$ cat config.mk
export PLATFORM = sky130hd
export DESIGN_NAME = mult_div_unit_flat
export DESIGN_NICKNAME = d
export VERILOG_FILES = /design/src/rtl/mdu_pkg.sv /design/src/rtl/mult_div_unit_if.sv /design/src/rtl/mdu_abs_neg.sv /design/src/rtl/mult_div_unit.sv /design/src/flat_wrapper.sv
export SDC_FILE = /design/constraint.sdc
export NUM_CORES = 1
export LEC_CHECK = 0
export ABC_CLOCK_PERIOD_IN_PS = 4900
export CORE_MARGIN = 2
export CORE_UTILIZATION = 55
export DETAILED_ROUTE_END_ITERATION = 7
export DONT_BUFFER_PORTS = 1
export PLACE_DENSITY = 0.82
export SLEW_MARGIN = 0
export SYNTH_ARGS = -nofsm -noshare
export SYNTH_HDL_FRONTEND = slang
export SYNTH_SLANG_ARGS = --single-unit
$ cat constraint.sdc
create_clock -name clk -period 4.9 [get_ports clk]
set_input_delay 1.225 -clock clk [delete_from_list [all_inputs] [get_ports clk]]
set_output_delay 1.225 -clock clk [all_outputs]
set_load 0.05 [all_outputs]
$ cat src/rtl/mdu_pkg.sv
// Shared definitions for the multiply/divide unit: operation codes, FSM states
// and small helpers that decode the operation field.
package mdu_pkg;

    typedef enum logic [1:0] {
        MDU_MULT  = 2'b00,
        MDU_MULTU = 2'b01,
        MDU_DIV   = 2'b10,
        MDU_DIVU  = 2'b11
    } mdu_op_e;

    typedef enum logic [1:0] {
        S_IDLE,
        S_RUN,
        S_FIX,
        S_DONE
    } mdu_state_e;

    function automatic logic op_is_div(input logic [1:0] op);
        return op[1];
    endfunction

    function automatic logic op_is_signed(input logic [1:0] op);
        return ~op[0];
    endfunction

endpackage

$ cat src/rtl/mult_div_unit_if.sv
// Core-to-MDU bus: operation launch, MTHI/MTLO writes and the HI/LO/status view.
interface mult_div_unit_if #(
    parameter int WIDTH = 32
);
    logic             start;
    logic [1:0]       op;
    logic [WIDTH-1:0] a;
    logic [WIDTH-1:0] b;
    logic             hi_we;
    logic             lo_we;
    logic [WIDTH-1:0] wdata;
    logic             busy;
    logic             done;
    logic [WIDTH-1:0] hi;
    logic [WIDTH-1:0] lo;

    modport master (
        output start, op, a, b, hi_we, lo_we, wdata,
        input  busy, done, hi, lo
    );

    modport slave (
        input  start, op, a, b, hi_we, lo_we, wdata,
        output busy, done, hi, lo
    );

endinterface

$ cat src/rtl/mdu_abs_neg.sv
// Conditional two's-complement negate; used both for operand magnitudes and
// for re-applying signs to the finished result.
module mdu_abs_neg #(
    parameter int WIDTH = 32
) (
    input  logic [WIDTH-1:0] value,
    input  logic             negate,
    output logic [WIDTH-1:0] result
);

    assign result = negate ? (~value + WIDTH'(1)) : value;

endmodule

$ cat src/rtl/mult_div_unit.sv
// Iterative multiply/divide unit owning HI/LO: one shift-add or restoring
// shift-subtract step per cycle on unsigned magnitudes, signs fixed at the end.
module mult_div_unit
    import mdu_pkg::*;
#(
    parameter  int WIDTH = 32,
    localparam int CNT_W = $clog2(WIDTH + 1)
) (
    input  logic           clk,
    input  logic           reset,
    mult_div_unit_if.slave bus
);

    mdu_state_e       state;
    mdu_state_e       next_state;
    logic [CNT_W-1:0] cnt;
    logic [WIDTH:0]   acc;
    logic [WIDTH-1:0] shreg;
    logic [WIDTH-1:0] opnd;
    logic             is_div;
    logic             sa;
    logic             sb;
    logic             bzero;
    logic [WIDTH-1:0] hi_r;
    logic [WIDTH-1:0] lo_r;

    logic             busy_s;
    logic             done_s;
    logic             accept;

    logic             a_neg;
    logic             b_neg;
    logic [WIDTH-1:0] abs_a;
    logic [WIDTH-1:0] abs_b;

    logic [2*WIDTH-1:0] prod_fix;
    logic [WIDTH-1:0]   quot_fix;
    logic [WIDTH-1:0]   rem_fix;

    logic [WIDTH:0]   addend;
    logic [WIDTH:0]   msum;
    logic [WIDTH:0]   prem;
    logic [WIDTH:0]   pdiff;
    logic             ge;

    assign a_neg = op_is_signed(bus.op) & bus.a[WIDTH-1];
    assign b_neg = op_is_signed(bus.op) & bus.b[WIDTH-1];

    mdu_abs_neg #(.WIDTH(WIDTH)) u_abs_a (
        .value  (bus.a),
        .negate (a_neg),
        .result (abs_a)
    );

    mdu_abs_neg #(.WIDTH(WIDTH)) u_abs_b (
        .value  (bus.b),
        .negate (b_neg),
        .result (abs_b)
    );

    // Product is {acc low half, shreg}; quotient sits in shreg, remainder in acc.
    mdu_abs_neg #(.WIDTH(2*WIDTH)) u_neg_prod (
        .value  ({acc[WIDTH-1:0], shreg}),
        .negate (sa ^ sb),
        .result (prod_fix)
    );

    mdu_abs_neg #(.WIDTH(WIDTH)) u_neg_quot (
        .value  (shreg),
        .negate (sa ^ sb),
        .result (quot_fix)
    );

    mdu_abs_neg #(.WIDTH(WIDTH)) u_neg_rem (
        .value  (acc[WIDTH-1:0]),
        .negate (sa),
        .result (rem_fix)
    );

    always_comb begin
        addend = shreg[0] ? {1'b0, opnd} : '0;
        msum   = acc + addend;
        prem   = {acc[WIDTH-1:0], shreg[WIDTH-1]};
        pdiff  = prem - {1'b0, opnd};
        ge     = (prem >= {1'b0, opnd});
    end

    always_ff @(posedge clk) begin
        if (reset) begin
            state <= S_IDLE;
        end else begin
            state <= next_state;
        end
    end

    always_comb begin
        next_state = state;
        case (state)
            S_IDLE:  if (bus.start) next_state = S_RUN;
            S_RUN:   if (cnt == CNT_W'(1)) next_state = S_FIX;
            S_FIX:   next_state = S_DONE;
            S_DONE:  next_state = bus.start ? S_RUN : S_IDLE;
            default: next_state = S_IDLE;
        endcase
    end

    always_comb begin
        busy_s = 1'b0;
        done_s = 1'b0;
        accept = 1'b0;
        case (state)
            S_RUN, S_FIX: busy_s = 1'b1;
            S_DONE: begin
                done_s = 1'b1;
                accept = bus.start;
            end
            S_IDLE:  accept = bus.start;
            default: ;
        endcase
    end

    // An accepted start takes priority over a same-cycle MTHI/MTLO write.
    always_ff @(posedge clk) begin
        if (reset) begin
            cnt    <= '0;
            acc    <= '0;
            shreg  <= '0;
            opnd   <= '0;
            is_div <= 1'b0;
            sa     <= 1'b0;
            sb     <= 1'b0;
            bzero  <= 1'b0;
            hi_r   <= '0;
            lo_r   <= '0;
        end else begin
            case (state)
                S_IDLE, S_DONE: begin
                    if (accept) begin
                        shreg  <= op_is_div(bus.op) ? abs_a : abs_b;
                        opnd   <= op_is_div(bus.op) ? abs_b : abs_a;
                        acc    <= '0;
                        cnt    <= CNT_W'(WIDTH);
                        is_div <= op_is_div(bus.op);
                        sa     <= a_neg;
                        sb     <= b_neg;
                        bzero  <= (bus.b == '0);
                    end else begin
                        if (bus.hi_we) hi_r <= bus.wdata;
                        if (bus.lo_we) lo_r <= bus.wdata;
                    end
                end
                S_RUN: begin
                    cnt <= cnt - CNT_W'(1);
                    if (is_div) begin
                        acc   <= ge ? pdiff : prem;
                        shreg <= {shreg[WIDTH-2:0], ge};
                    end else begin
                        acc   <= {1'b0, msum[WIDTH:1]};
                        shreg <= {msum[0], shreg[WIDTH-1:1]};
                    end
                end
                S_FIX: begin
                    if (is_div) begin
                        // Divide by zero leaves the remainder equal to the raw dividend already.
                        lo_r <= bzero ? '1 : quot_fix;
                        hi_r <= rem_fix;
                    end else begin
                        hi_r <= prod_fix[2*WIDTH-1:WIDTH];
                        lo_r <= prod_fix[WIDTH-1:0];
                    end
                end
                default: ;
            endcase
        end
    end

    assign bus.busy = busy_s;
    assign bus.done = done_s;
    assign bus.hi   = hi_r;
    assign bus.lo   = lo_r;

endmodule

$ cat src/flat_wrapper.sv
// flat-port wrapper written by rule: the top's interface ports become plain ports
module mult_div_unit_flat import mdu_pkg::*;
#(
    parameter  int WIDTH = 32,
    localparam int CNT_W = $clog2(WIDTH + 1)
)
  (clk, reset, bus_start, bus_op, bus_a, bus_b, bus_hi_we, bus_lo_we, bus_wdata, bus_busy, bus_done, bus_hi, bus_lo);
  mult_div_unit_if #(.WIDTH(WIDTH)) bus_i ();
  input  logic clk;
  input  logic reset;
  input wire logic [$bits(bus_i.start)-1:0] bus_start;
  input wire logic [$bits(bus_i.op)-1:0] bus_op;
  input wire logic [$bits(bus_i.a)-1:0] bus_a;
  input wire logic [$bits(bus_i.b)-1:0] bus_b;
  input wire logic [$bits(bus_i.hi_we)-1:0] bus_hi_we;
  input wire logic [$bits(bus_i.lo_we)-1:0] bus_lo_we;
  input wire logic [$bits(bus_i.wdata)-1:0] bus_wdata;
  output wire logic [$bits(bus_i.busy)-1:0] bus_busy;
  output wire logic [$bits(bus_i.done)-1:0] bus_done;
  output wire logic [$bits(bus_i.hi)-1:0] bus_hi;
  output wire logic [$bits(bus_i.lo)-1:0] bus_lo;
  assign bus_i.start = bus_start;
  assign bus_i.op = bus_op;
  assign bus_i.a = bus_a;
  assign bus_i.b = bus_b;
  assign bus_i.hi_we = bus_hi_we;
  assign bus_i.lo_we = bus_lo_we;
  assign bus_i.wdata = bus_wdata;
  assign bus_busy = bus_i.busy;
  assign bus_done = bus_i.done;
  assign bus_hi = bus_i.hi;
  assign bus_lo = bus_i.lo;
  mult_div_unit #(.WIDTH(WIDTH)) u_core (.clk(clk), .reset(reset), .bus(bus_i));
endmodule
==> key figures, run 1 <==
Status
  – Status: finished with violations
  – Failing checks: design-rule violations

Floorplan
  – Die Y-Extent: 166.9 um
  – Area of the core: 26060 sq um
  – Die area: 27840 sq um
  – Die Wd: 166.9 um
  – Effective utilization at floorplan: 0.5598
  – Cell Rows: 59
  – IO Pins: 169

Min path
  – Hold endpoint: u_core.opnd[21]
  – Hold crit path type: reg -> reg
  – Worst hold start: u_core.opnd[21]
  – Worst Hold Depth: 2

Setup path
  – Crit-path leading delay family: compound AO/OA/AOI/OAI gates
  – Crit end category: flop
  – Reg2Reg Setup Slack: 1.13 ns
  – Worst-path cell chain: inv_1, ha_1, inv_1, fa_1, a21o_1, a221oi_1, buf_4, nor3_1, a311oi_1, a31oi_1, a21oi_1, o21ai_0, mux2i_1, a22oi_1
  – WP data arrival: roughly 4.1 ns
  – Data required, critical path: 5.22 ns
  – CP Max Fanout: 4
  – Critical path's slowest cell: a311oi_1
  – Buf/Inv on CP: 3
  – Most used cell along the critical path: inv_1
  – Critical Path Start Type: flop
  – Kind of critical path: reg -> reg
  – CP peak stage delay: 0.48 ns
  – Capture point of the worst reg-to-reg path: u_core.acc[30]
  – Reg-to-Reg Start: u_core.shreg[31]
  – Cells on worst reg2reg path: 14

Finish
  – Fraction of layout cells with a size suffix above 1: 0.05171
  – Final Core Density: 0.5878
  – FF+latch area: 3465 sq um
  – Multi-input logic area: ~10000 sq um
  – N_diodes: 0
  – Layout Cells excl Fill: about 2.3k
  – Commonest non-fill, non-tap cells in the layout: nor2_1 (240), nand2_1 (217), a21oi_1 (204), dfxtp_1 (172), o21ai_0 (115)
  – Layout area overhead: 5.009%
  – Most common cell after layout, fill and taps aside: nor2_1
  – Layout Nets: 2101
  – Fill count: 2436

CTS
  – Worst-Skew Late Latency: ~0.44 ns
  – H-tree levels: 4
  – CTS tree: built
  – CTS Hold Bufs: 0
  – Clk sink count: 173
  – Worst-path clk slew: roughly 0.080 ns
  – TritonCTS Buffers: 17
  – Post-CTS sizing: 0
  – Clock Tree Root: clkbuf_16
  – Setup Fix Bufs, Post-CTS: 0
  – Max Buffers Root-to-Sink: 2

Route
  – Met3 wire length: between 6 and 7 mm
  – Top layer in use: met4
  – DR vias: 15.24k
  – Routed WL per cell: 22.16 um
  – Vias per cell: between 6 and 7
  – Final WL: 50.27 mm
  – Drt pass-1 iters: 8
  – Antenna Violating Nets Remaining: 0
  – DR iter-0 viols: between 2k and 2.5k
  – M1 wire length: 19.86 mm
  – Drt drc: 1
  – Met2 wire len: about 21 mm

Pwr
  – P_leak: around 0.006 uW
  – VDD IR-drop max: 0.4451 mV
  – PD cells: 596.3 nW/um^2

Timing
  – Fmax: 265.5 MHz
  – Final critical-path required period: 3.766 ns
  – Rel. slew slack: 0.1951
  – Final Max Slew Viols: 0
  – Worst Max-Slew Pin Slew: roughly 1.2 ns
  – Post-route setup TNS: 0 ns
  – Final Cycle Share: 0.7686
  – Worst Skew: 0.01207 ns
  – Setup violators final: 0
  – Final Hold Fails: 0
  – RSZ-0062 raised after global routing: false

Job
  – Number of max-cap violations: 0

Synthesis
  – YS warnings: 0
  – Netlist cell types: 70
  – Post-synth ARST share: 0
  – Net count after synthesis: 2193
  – FF+latch count, synth: 173
  – Sequential share of the synthesized area: 0.2374
  – Mean Syn Cell Area: 7.247 sq um
  – Mapped Cells: 2013
  – Most used DFF post-synth: dfxtp_1
  – Mapped cell area: between 10000 and 15000 sq um
  – Post-synth EDFFs: 0

GRT
  – Pin count of the biggest net entering global routing: 141
  – Initial antenna violation count: 2
  – Grt total ovfl: 0
  – Number of global-route vias before repair: around 14k
  – First-pass GRT wire length: 78.76 mm
  – Total GRT Usage: 0.3530

Place
  – Final GP Congestion: 1.012
  – Post-Place Cells: 2237
  – IO Port Bufs: 0
  – Post-DP HPWL: 38.39 mm
[per-layer routing]
metal,up-vias,track usage
met1,7105,0.4664
met3,131,0.1041
met5,-,0
met2,919,0.5310
li1,7086,-
met4,0,0.1597
[worst reg2reg max path: cells and delay by family, from the launching register on]
kind	cells	cell delay, ns
and+or+nand+nor	1	0.05
muxes	1	0.26
buffers and inverters	3	0.44
adders and majority gates	2	0.62
AOI/OAI and AO/OA	7	1.95
DFF	1	0.33
[where the power goes]
group	leakage [uW]	switching, uW	internal (uW)	total (uW)
clock network	0.000299	666	789	1460
logic	0.00426	2960	1600	4560
registers	0.00142	1280	1850	3120
[cell type report]
class                   count  area share
clock buffers              18     0.02867
clock inverters            14     0.01168
inverters                  72     0.01764
multi-input cells        1632      0.6762
flip-flops and latches    173      0.2262
well taps                 335     0.02736
repair buffers             25     0.01225
[Yosys cell counts, types with 19 or more instances]
library cell,count,area share
a211oi_1,56,0.029
a21o_1,25,0.013
a21oi_1,204,0.070
a31oi_1,19,0.0081
clkbuf_1,129,0.033
dfxtp_1,173,0.24
ha_1,75,0.064
inv_1,71,0.018
mux2_2,22,0.017
mux2i_1,35,0.024
nand2_1,217,0.056
nand3_1,32,0.011
nor2_1,243,0.063
nor3_1,69,0.024
nor4_1,27,0.012
o211ai_1,34,0.017
o21ai_0,116,0.040
o221ai_1,35,0.021
xnor2_1,98,0.059
xor2_1,83,0.050
[worst max path at each step]
stage                     start          endpoint  slack [ns]  cells after the start
2_1_floorplan          bus_a[8]  u_core.shreg[29]        1.18                      9
3_3_place_gp           bus_a[8]  u_core.shreg[30]        0.97                      9
3_5_place_dp           bus_a[8]  u_core.shreg[30]        0.93                      9
4_1_cts        u_core.shreg[13]  u_core.bus.hi[2]        1.22                      9
5_1_grt        u_core.shreg[31]    u_core.acc[30]        0.91                     14
6_report       u_core.shreg[31]    u_core.acc[30]        1.13                     14
[state kept, by name, summed over array words and instances, names as in the netlist, 2 cells and up]
name / flops
u_core.bus.lo: 32
u_core.acc: 33
u_core.opnd: 32
u_core.cnt: 6
u_core.state: 2
u_core.shreg: 32
u_core.bus.hi: 32
[kinds of logic (layout without fill, tap and decap cells)]
logic type,after synthesis,count (layout),share of synthesized area
xor gates and xnor gates,181,181,0.1087
DFF,173,173,0.2374
buffers and inverters,208,129,0.05378
adders and majority gates,77,77,0.06707
and+or+nand+nor,694,694,0.2150
muxes,57,57,0.04100
AOI/OAI and AO/OA,623,623,0.2770
[stage by stage]
| step | setup WS, ns | hold slack, ns | area (sq um) | power [uW] |
|---|---|---|---|---|
| 4_1_cts | 1.221 | 0.4535 | 15320 | 8999 |
| 6_report | 1.134 | 0.4566 | 15320 | 9135 |
| 2_1_floorplan | 1.181 | 0.4319 | 14590 | 6316 |
| 5_1_grt | 0.9077 | 0.4761 | 15320 | 9675 |
| 3_5_place_dp | 0.9266 | 0.4433 | 14700 | 7547 |
| 3_3_place_gp | 0.9727 | 0.4402 | 14700 | 7437 |
Power figures use the tool's default switching activity.
==> run 2, diff against run 1 <==
--- a/config.mk
+++ b/config.mk
@@ -5,12 +5,12 @@
 export SDC_FILE = /design/constraint.sdc
 export NUM_CORES = 1
 export LEC_CHECK = 0
-export ABC_CLOCK_PERIOD_IN_PS = 4900
+export ABC_CLOCK_PERIOD_IN_PS = 3300
 export CORE_MARGIN = 2
 export CORE_UTILIZATION = 55
 export DETAILED_ROUTE_END_ITERATION = 7
 export DONT_BUFFER_PORTS = 1
-export PLACE_DENSITY = 0.82
+export PLACE_DENSITY = 0.85
 export SLEW_MARGIN = 0
 export SYNTH_ARGS = -nofsm -noshare
 export SYNTH_HDL_FRONTEND = slang
==> constraint.sdc (replaced) <==
create_clock -name clk -period 3.3 [get_ports clk]
set_input_delay 0.825 -clock clk [delete_from_list [all_inputs] [get_ports clk]]
set_output_delay 0.825 -clock clk [all_outputs]
set_load 0.05 [all_outputs]
==> run 2 against run 1 <==
The run now ends clean. Total power rose by 57%. Core utilization rose by 3.9 points. Flip-flop and latch count did not move. Clock skew rose by 0.0016 ns. Critical path type unchanged.
==> key figures, run 2 (synthesis gave the netlist of run 1 again) <==
Status
  – Status: complete, no violations

GRT
  – Pin count of the biggest net entering global routing: 141 (unchanged)
  – Top Usage Layer GRT: met2
  – Number of global-route vias before repair: 14.79k (+5.8%)
  – Initial antenna violation count: 0 (-2)
  – First-pass GRT wire length: 82.28 mm (+4.5%)
  – Grt total ovfl: 0 (unchanged)
  – Total GRT Usage: 0.3673 (+0.01438)
  – Met3 Use GR: 0.09743 (-0.006654)
  – Grt met1 use: 0.4726 (+0.006218)
  – Global Route met2 Usage: 0.5693 (+0.03829)

Floorplan
  – Cell Rows: 59 (unchanged)
  – Area of the core: 26060 sq um (unchanged)
  – Die Wd: 166.9 um (unchanged)
  – IO Pins: 169 (unchanged)
  – Die Y-Extent: 166.9 um (unchanged)
  – Die area: 27840 sq um (unchanged)
  – Effective utilization at floorplan: 0.5598 (unchanged)

Timing
  – Setup violators final: 0 (unchanged)
  – Worst Max-Slew Pin Slew: 1.076 ns (-0.1275 ns)
  – Final WS setup: 0.09031 ns (-1.043 ns)
  – Final critical-path required period: 3.210 ns (-0.5567 ns)
  – Final Cycle Share: 0.9726 (+0.2040)
  – Fmax: 311.6 MHz (+17%)
  – Rel. slew slack: 0.2801 (+0.08504)
  – Final hold slack: 0.4348 ns (-0.02183 ns)
  – Post-route setup TNS: 0 ns (unchanged)
  – Final Hold Fails: 0 (unchanged)
  – Worst Skew: 0.01370 ns (+0.001631 ns)
  – RSZ-0062 raised after global routing: true
  – Final Max Slew Viols: 0 (unchanged)

Place
  – Final GP Congestion: 1.012 (about the same)
  – Pre-CTS setup slack: -0.3332 ns (-1.260 ns)
  – IO Port Bufs: 0 (unchanged)
  – Post-DP HPWL: 40.46 mm (+5.4%)
  – DP Area: 15570 sq um (+5.9%)

Pwr
  – Internal power: 6751 uW (+60%)
  – Net Sw Frac: 0.5286 (-0.008143)
  – Register share of total power: 0.309 (-0.033)
  – PD cells: 876.3 nW/um^2 (+47%)
  – Clock network power share: 0.157 (-0.002)
  – VDD IR-drop max: 0.7408 mV (+66%)
  – Comb pwr share: 0.534 (+0.035)
  – P_leak: 0.006601 uW (+10%)
  – Switching pwr: 7571 uW (+54%)

Setup path
  – Critical path's slowest cell: or4_4
  – Kind of critical path: reg -> reg
  – CP peak stage delay: 0.53 ns (+0.05 ns)
  – Data required, critical path: 3.67 ns (-1.55 ns)
  – Crit end category: flop
  – Reg2Reg Setup Slack: 0.09 ns (-1.04 ns)
  – WP data arrival: 3.58 ns (-0.51 ns)
  – Worst-path cell chain: or3_1, or4_4, or3_1, nor2_1, or3_1, buf_4, o21ai_0, xor2_1, mux2i_1, a211oi_1
  – Most used cell along the critical path: or3_1
  – Critical Path Start Type: flop
  – CP Max Fanout: 10 (+6)

Route
  – Vias per cell: 6.725 (+0.11%)
  – Routed WL per cell: 22.09 um (-0.29%)
  – DR iter-0 viols: 2233 (+3.2%)
  – Antenna Violating Nets Remaining: 0 (unchanged)
  – Final WL: 52.73 mm (+4.9%)
  – Drt drc: 0 (-1)
  – DR vias: 16.05k (+5.3%)
  – Drt pass-1 iters: 6 (-2)

CTS
  – TritonCTS Buffers: 17 (unchanged)
  – H-tree levels: 4 (unchanged)
  – CTS tree: built
  – Worst-path clk slew: 0.08 ns (about the same)
  – Clk sink count: 173 (unchanged)
  – Max Buffers Root-to-Sink: 2 (unchanged)
  – Clock Tree Root: clkbuf_16
  – Worst-Skew Late Latency: 0.46 ns (+0.02 ns)

Finish
  – Max FFs per register: 33 (unchanged)
  – Fin area: 16340 sq um (+6.7%)
  – Largest Register: u_core.acc
  – Fraction of layout cells with a size suffix above 1: 0.1140 (+0.06233)
  – N_diodes: 0 (unchanged)
  – Most common cell after layout, fill and taps aside: nor2_1
  – Commonest non-fill, non-tap cells in the layout: nor2_1 (240), nand2_1 (217), a21oi_1 (201), dfxtp_1 (171), buf_4 (140)
  – Layout area overhead: 12.03%
  – Layout Nets: 2219 (+5.6%)

Job
  – Number of max-cap violations: 0 (unchanged)

Min path
  – Hold crit path type: in -> reg
## run 2: changes by cell type in the layout (fill, tap and decap cells not counted), moves of 3 or more
cell      before  now
a21oi_1      204  201
a21oi_2        0    3
a31oi_1       19   16
a31oi_2        0    3
buf_4         25  140
clkinv_8       1    5
## run 2: power groups by stage
stage	sequential (uW)	combinational [uW]	clock, uW
floorplan	4280	5100	0
global placement	4420	7090	0
detailed placement	4450	7250	0
CTS	4400	7310	2240
global route	4490	8270	2310
finish	4430	7650	2240
## run 2: final cells by class
class / count / area, sq um
multi-input combinational: 1632 / 10440
tap: 335 / 419.2
inverter: 72 / 274.0
clock inverter: 15 / 220.2
fill: 2247 / 9716
sequential: 173 / 3466
clock buffer: 17 / 425.4
timing repair buffer: 143 / 1096
## run 2: path summary, 6_finish.rpt
kind	cells after the start	startpoint	endpoint
min reg2reg	2	u_core.opnd[25]	u_core.opnd[25]
min	1	reset	u_core.bus.lo[26]
max reg2reg	10	u_core.shreg[13]	u_core.bus.hi[4]
max	10	u_core.shreg[13]	u_core.bus.hi[4]
## run 2: critical path, delay by kind of cell (launching register included)
kind	cells	cell delay, ns
flops	1	0.31
mux	1	0.13
simple gates	5	1.84
xor+xnor	1	0.32
compound gates	2	0.35
buf+inv	1	0.18
## run 2: layer usage
layer | part of all wire | wire (um)
met5 | 0 | 0
met4 | 0.056 | 2949
met3 | 0.13 | 6711
met2 | 0.43 | 22630
met1 | 0.39 | 20440
## run 2: through the flow
stage	util	power [uW]	std cells
3_5_place_dp	0.5974	11690	2349
3_3_place_gp	0.5974	11500	2349
5_1_grt	0.6272	15070	2387
6_report	0.6272	14320	2387
4_1_cts	0.6226	13940	2381
2_1_floorplan	-	9378	2013
## run 2: what timing repair did
action / CTS / global route
setup buffers: 0 / 6
gates resized for setup: 3 / 19
hold buffers: 0 / 0
pin swaps: 0 / 6
endpoints found under the setup margin: 15 / 25
gates cloned: 0 / 0
==> run 3, diff against run 2 <==
--- a/config.mk
+++ b/config.mk
@@ -8,10 +8,13 @@
 export ABC_CLOCK_PERIOD_IN_PS = 3300
 export CORE_MARGIN = 2
 export CORE_UTILIZATION = 55
+export CTS_BUF_LIST = sky130_fd_sc_hd__clkbuf_8
 export DETAILED_ROUTE_END_ITERATION = 7
 export DONT_BUFFER_PORTS = 1
 export PLACE_DENSITY = 0.85
+export SETUP_SLACK_MARGIN = 0.05
 export SLEW_MARGIN = 0
 export SYNTH_ARGS = -nofsm -noshare
 export SYNTH_HDL_FRONTEND = slang
+export SYNTH_HIERARCHICAL = 1
 export SYNTH_SLANG_ARGS = --single-unit
==> run 3 against run 2 <==
Non-clock buffer count down 26. Worst setup slack worse by 0.089 ns. Fmax decreased by 2.7%. Via count rose by 10%. Cell count grew 9.8%. Critical path depth up 1. Die area is 19% higher. Sequential share of layout area down 2.8 points. First-iteration DRC count fell by 1.6%. Count of clock-buffer cells in the layout stayed put. Critical endpoint is now u_core/acc[31]. Largest cell class unchanged.
==> key figures, run 3 <==
CTS
  – CTS Hold Bufs: 0 (unchanged)
  – Clk sink count: 173 (unchanged)
  – CTS tree: built
  – H-tree levels: 4 (unchanged)
  – Worst-Skew Late Latency: 0.50 ns (+0.04 ns)
  – Max Buffers Root-to-Sink: 2 (unchanged)
  – Worst-path clk slew: 0.11 ns (+0.03 ns)
  – TritonCTS Buffers: 17 (unchanged)
  – Clock Tree Root: clkbuf_8

Route
  – DR vias: 17.72k (+10%)
  – Vias per cell: 6.760 (+0.53%)
  – Routed WL per cell: 21.70 um (-1.8%)
  – Drt pass-1 iters: 7 (+1)
  – DR iter-0 viols: 2198 (-1.6%)
  – Top layer in use: met4
  – Drt drc: 0 (unchanged)
  – Met2 wire len: 24.21 mm (+7.0%)
  – M1 wire length: 23.86 mm (+17%)
  – Met3 wire length: 6.974 mm (+3.9%)
  – Antenna Violating Nets Remaining: 0 (unchanged)
  – Final WL: 56.88 mm (+7.9%)

Finish
  – Multi-input logic area: 13220 sq um (+27%)
  – Final Core Density: 0.6010 (-0.02621)
  – Fill count: 2757 (+23%)
  – Layout area overhead: 8.319%
  – Fraction of layout cells with a size suffix above 1: 0.1199 (+0.005839)
  – Largest Register: u_core/acc
  – Most common cell after layout, fill and taps aside: xnor2_1
  – Layout Nets: 2387 (+7.6%)
  – Commonest non-fill, non-tap cells in the layout: xnor2_1 (216), nand2_1 (188), dfxtp_1 (166), nor2_1 (155), a21oi_1 (141)
  – N_diodes: 0 (unchanged)
  – FF+latch area: 3475 sq um (+0.25%)
  – Max FFs per register: 33 (unchanged)

Setup path
  – Data required, critical path: 3.67 ns (about the same)
  – Critical Path Start Type: flop
  – CP startpoint: u_core/opnd[9]
  – Reg2Reg Setup Slack: 0.001 ns (-0.09 ns)
  – Kind of critical path: reg -> reg
  – Capture point of the worst reg-to-reg path: u_core/acc[31]
  – WP data arrival: 3.67 ns (+0.09 ns)
  – Reg-to-Reg Start: u_core/opnd[9]
  – Cells on worst reg2reg path: 11 (+1)
  – Crit end category: flop
  – CP Max Fanout: 18 (+8)

Synthesis
  – Synth area leaders: dfxtp_1 (20%), xnor2_1 (11%), mux2i_1 (6.1%), ha_1 (5.5%), a211oi_1 (4.5%)
  – Synth cell count leaders: xnor2_1 (216), nand2_1 (188), dfxtp_1 (173)
  – Sequential share of the synthesized area: 0.1989 (-0.03856)
  – Netlist cell types: 86 (+23%)
  – Largest area contributor in the netlist: dfxtp_1
  – Most used DFF post-synth: dfxtp_1
  – Mapped Cells: 2212 (+9.9%)
  – Post-synth EDFFs: 0 (unchanged)
  – Yosys top cell area share: 0.1989 (-0.03856)
  – Net count after synthesis: 2393 (+9.1%)
  – FF+latch count, synth: 173 (unchanged)
  – YS warnings: 6 (+6)
  – Most common cell in the netlist: xnor2_1
  – Mean Syn Cell Area: 7.874 sq um (+8.7%)
  – Post-synth ARST share: 0 (unchanged)
  – Mapped cell area: 17420 sq um (+19%)

Place
  – Pre-CTS setup slack: 0.07026 ns (+0.4035 ns)
  – Post-DP HPWL: 42.88 mm (+6.0%)
  – Final GP Congestion: 0.9989 (-1.2%)
  – IO Port Bufs: 0 (unchanged)

Timing
  – Final critical-path required period: 3.299 ns (+0.08912 ns)
  – Fmax: 303.1 MHz (-2.7%)
  – Final Cycle Share: 0.9996 (+0.02701)
  – Final Hold Fails: 0 (unchanged)
  – Post-route setup TNS: 0 ns (unchanged)
  – Final Max Slew Viols: 0 (unchanged)
  – Worst Max-Slew Pin Slew: 0.7935 ns (-0.2824 ns)
  – Final WS setup: 0.001194 ns (-0.08912 ns)
  – Setup violators final: 0 (unchanged)
  – Rel. slew slack: 0.4710 (+0.1909)
  – Worst Skew: 0.02314 ns (+0.009438 ns)
  – RSZ-0062 raised after global routing: false

Min path
  – Hold crit path type: in -> reg
  – Worst hold start: reset
  – Worst Hold Depth: 1 (unchanged)
  – Hold endpoint: u_core/opnd[28]

Pwr
  – PD cells: 886.8 nW/um^2 (+1.2%)
  – P_leak: 0.007099 uW (+7.5%)
  – VDD IR-drop max: 0.4868 mV (-34%)

Floorplan
  – Die area: 33110 sq um (+19%)
  – Die Wd: 182.0 um (+9.0%)
  – Area of the core: 31390 sq um (+20%)
  – Cell Rows: 65 (+10%)
  – Die Y-Extent: 182.0 um (+9.0%)
  – Effective utilization at floorplan: 0.5548 (-0.004999)
  – IO Pins: 169 (unchanged)

GRT
  – Initial antenna violation count: 0 (unchanged)
  – Number of global-route vias before repair: 16.02k (+8.3%)
  – Grt total ovfl: 0 (unchanged)
  – Pin count of the biggest net entering global routing: 151 (+7.1%)
  – Total GRT Usage: 0.3264 (-0.04092)
  – First-pass GRT wire length: 87.29 mm (+6.1%)

Status
  – Status: complete, no violations

Job
  – Number of max-cap violations: 0 (unchanged)
## run 3: changes by cell type after synthesis, sizes merged, moves of 27 or more
cell	previous run	this run
xnor2	98	216
nor2	244	159
mux2i	35	106
xor2	83	22
a21oi	204	145
a211oi	56	104
o31ai	17	63
o41ai	12	50
nor3	69	32
nor2b	5	41
nand2b	17	50
nand2	217	188
buf	7	34
## run 3: stage by stage
step / cell area, sq um / total power, uW / hold WS [ns] / cells
global route: 18870 / 17600 / 0.4324 / 2621
global placement: 18290 / 14380 / 0.4698 / 2579
detailed placement: 18290 / 14630 / 0.4767 / 2579
CTS: 18700 / 16260 / 0.4212 / 2611
floorplan: 17420 / 11790 / 0.4472 / 2212
finish: 18870 / 16730 / 0.4680 / 2621
## run 3: timing repair
action,in CTS,in global routing
gates resized for setup,1,17
hold endpoints to repair,0,0
pin swaps,0,6
cloned,0,1
endpoints found under the setup margin,1,19
buffers inserted,0,9
## run 3: report_power, final
group	internal [uW]	switching, uW	leakage [uW]
combinational	3940	6640	0.00547
clock	642	991	0.000206
sequential	2790	1720	0.00142
## run 3: cells by family after synthesis
family / synth area share
xor gates and xnor gates: 0.1197
DFF: 0.1989
muxes: 0.06092
and+or+nand+nor: 0.2220
adders and majority gates: 0.05690
AOI/OAI and AO/OA: 0.2935
buffers and inverters: 0.04813
## run 3: layout make-up
| type | instances | area share |
|---|---|---|
| multi-input cells | 1826 | 0.7010 |
| flip-flops and latches | 173 | 0.1842 |
| repair buffers | 117 | 0.05213 |
| well taps | 402 | 0.02666 |
| inverters | 71 | 0.01413 |
| clock buffers | 17 | 0.01240 |
| clock inverters | 15 | 0.009550 |
## run 3: worst max-delay path, cell delays in order, from the launching register on
cell and delay [ns]:
dfxtp_1 0.44, inv_1 0.08, ha_1 0.42, nand4_1 0.21
nor4_1 0.66, a21oi_1 0.18, o21ai_1 0.17, o21ai_4 0.13
buf_4 0.22, a32oi_1 0.21, o21ai_0 0.10, or3_1 0.36
## run 3: worst max-delay path by stage
stage	to	slack [ns]
floorplan	u_core/acc[31]	0.13
global placement	u_core/acc[13]	0.23
detailed placement	u_core/acc[18]	0.07
CTS	u_core/acc[18]	0.1
global route	u_core/acc[12]	0.02
finish	u_core/acc[31]	0.001
## run 3: routing by layer
metal | global-route usage | up-vias
li1 | - | 8228
met1 | 0.4555 | 8299
met2 | 0.4989 | 1053
met3 | 0.07200 | 139
met4 | 0.1061 | 0
met5 | 0 | -
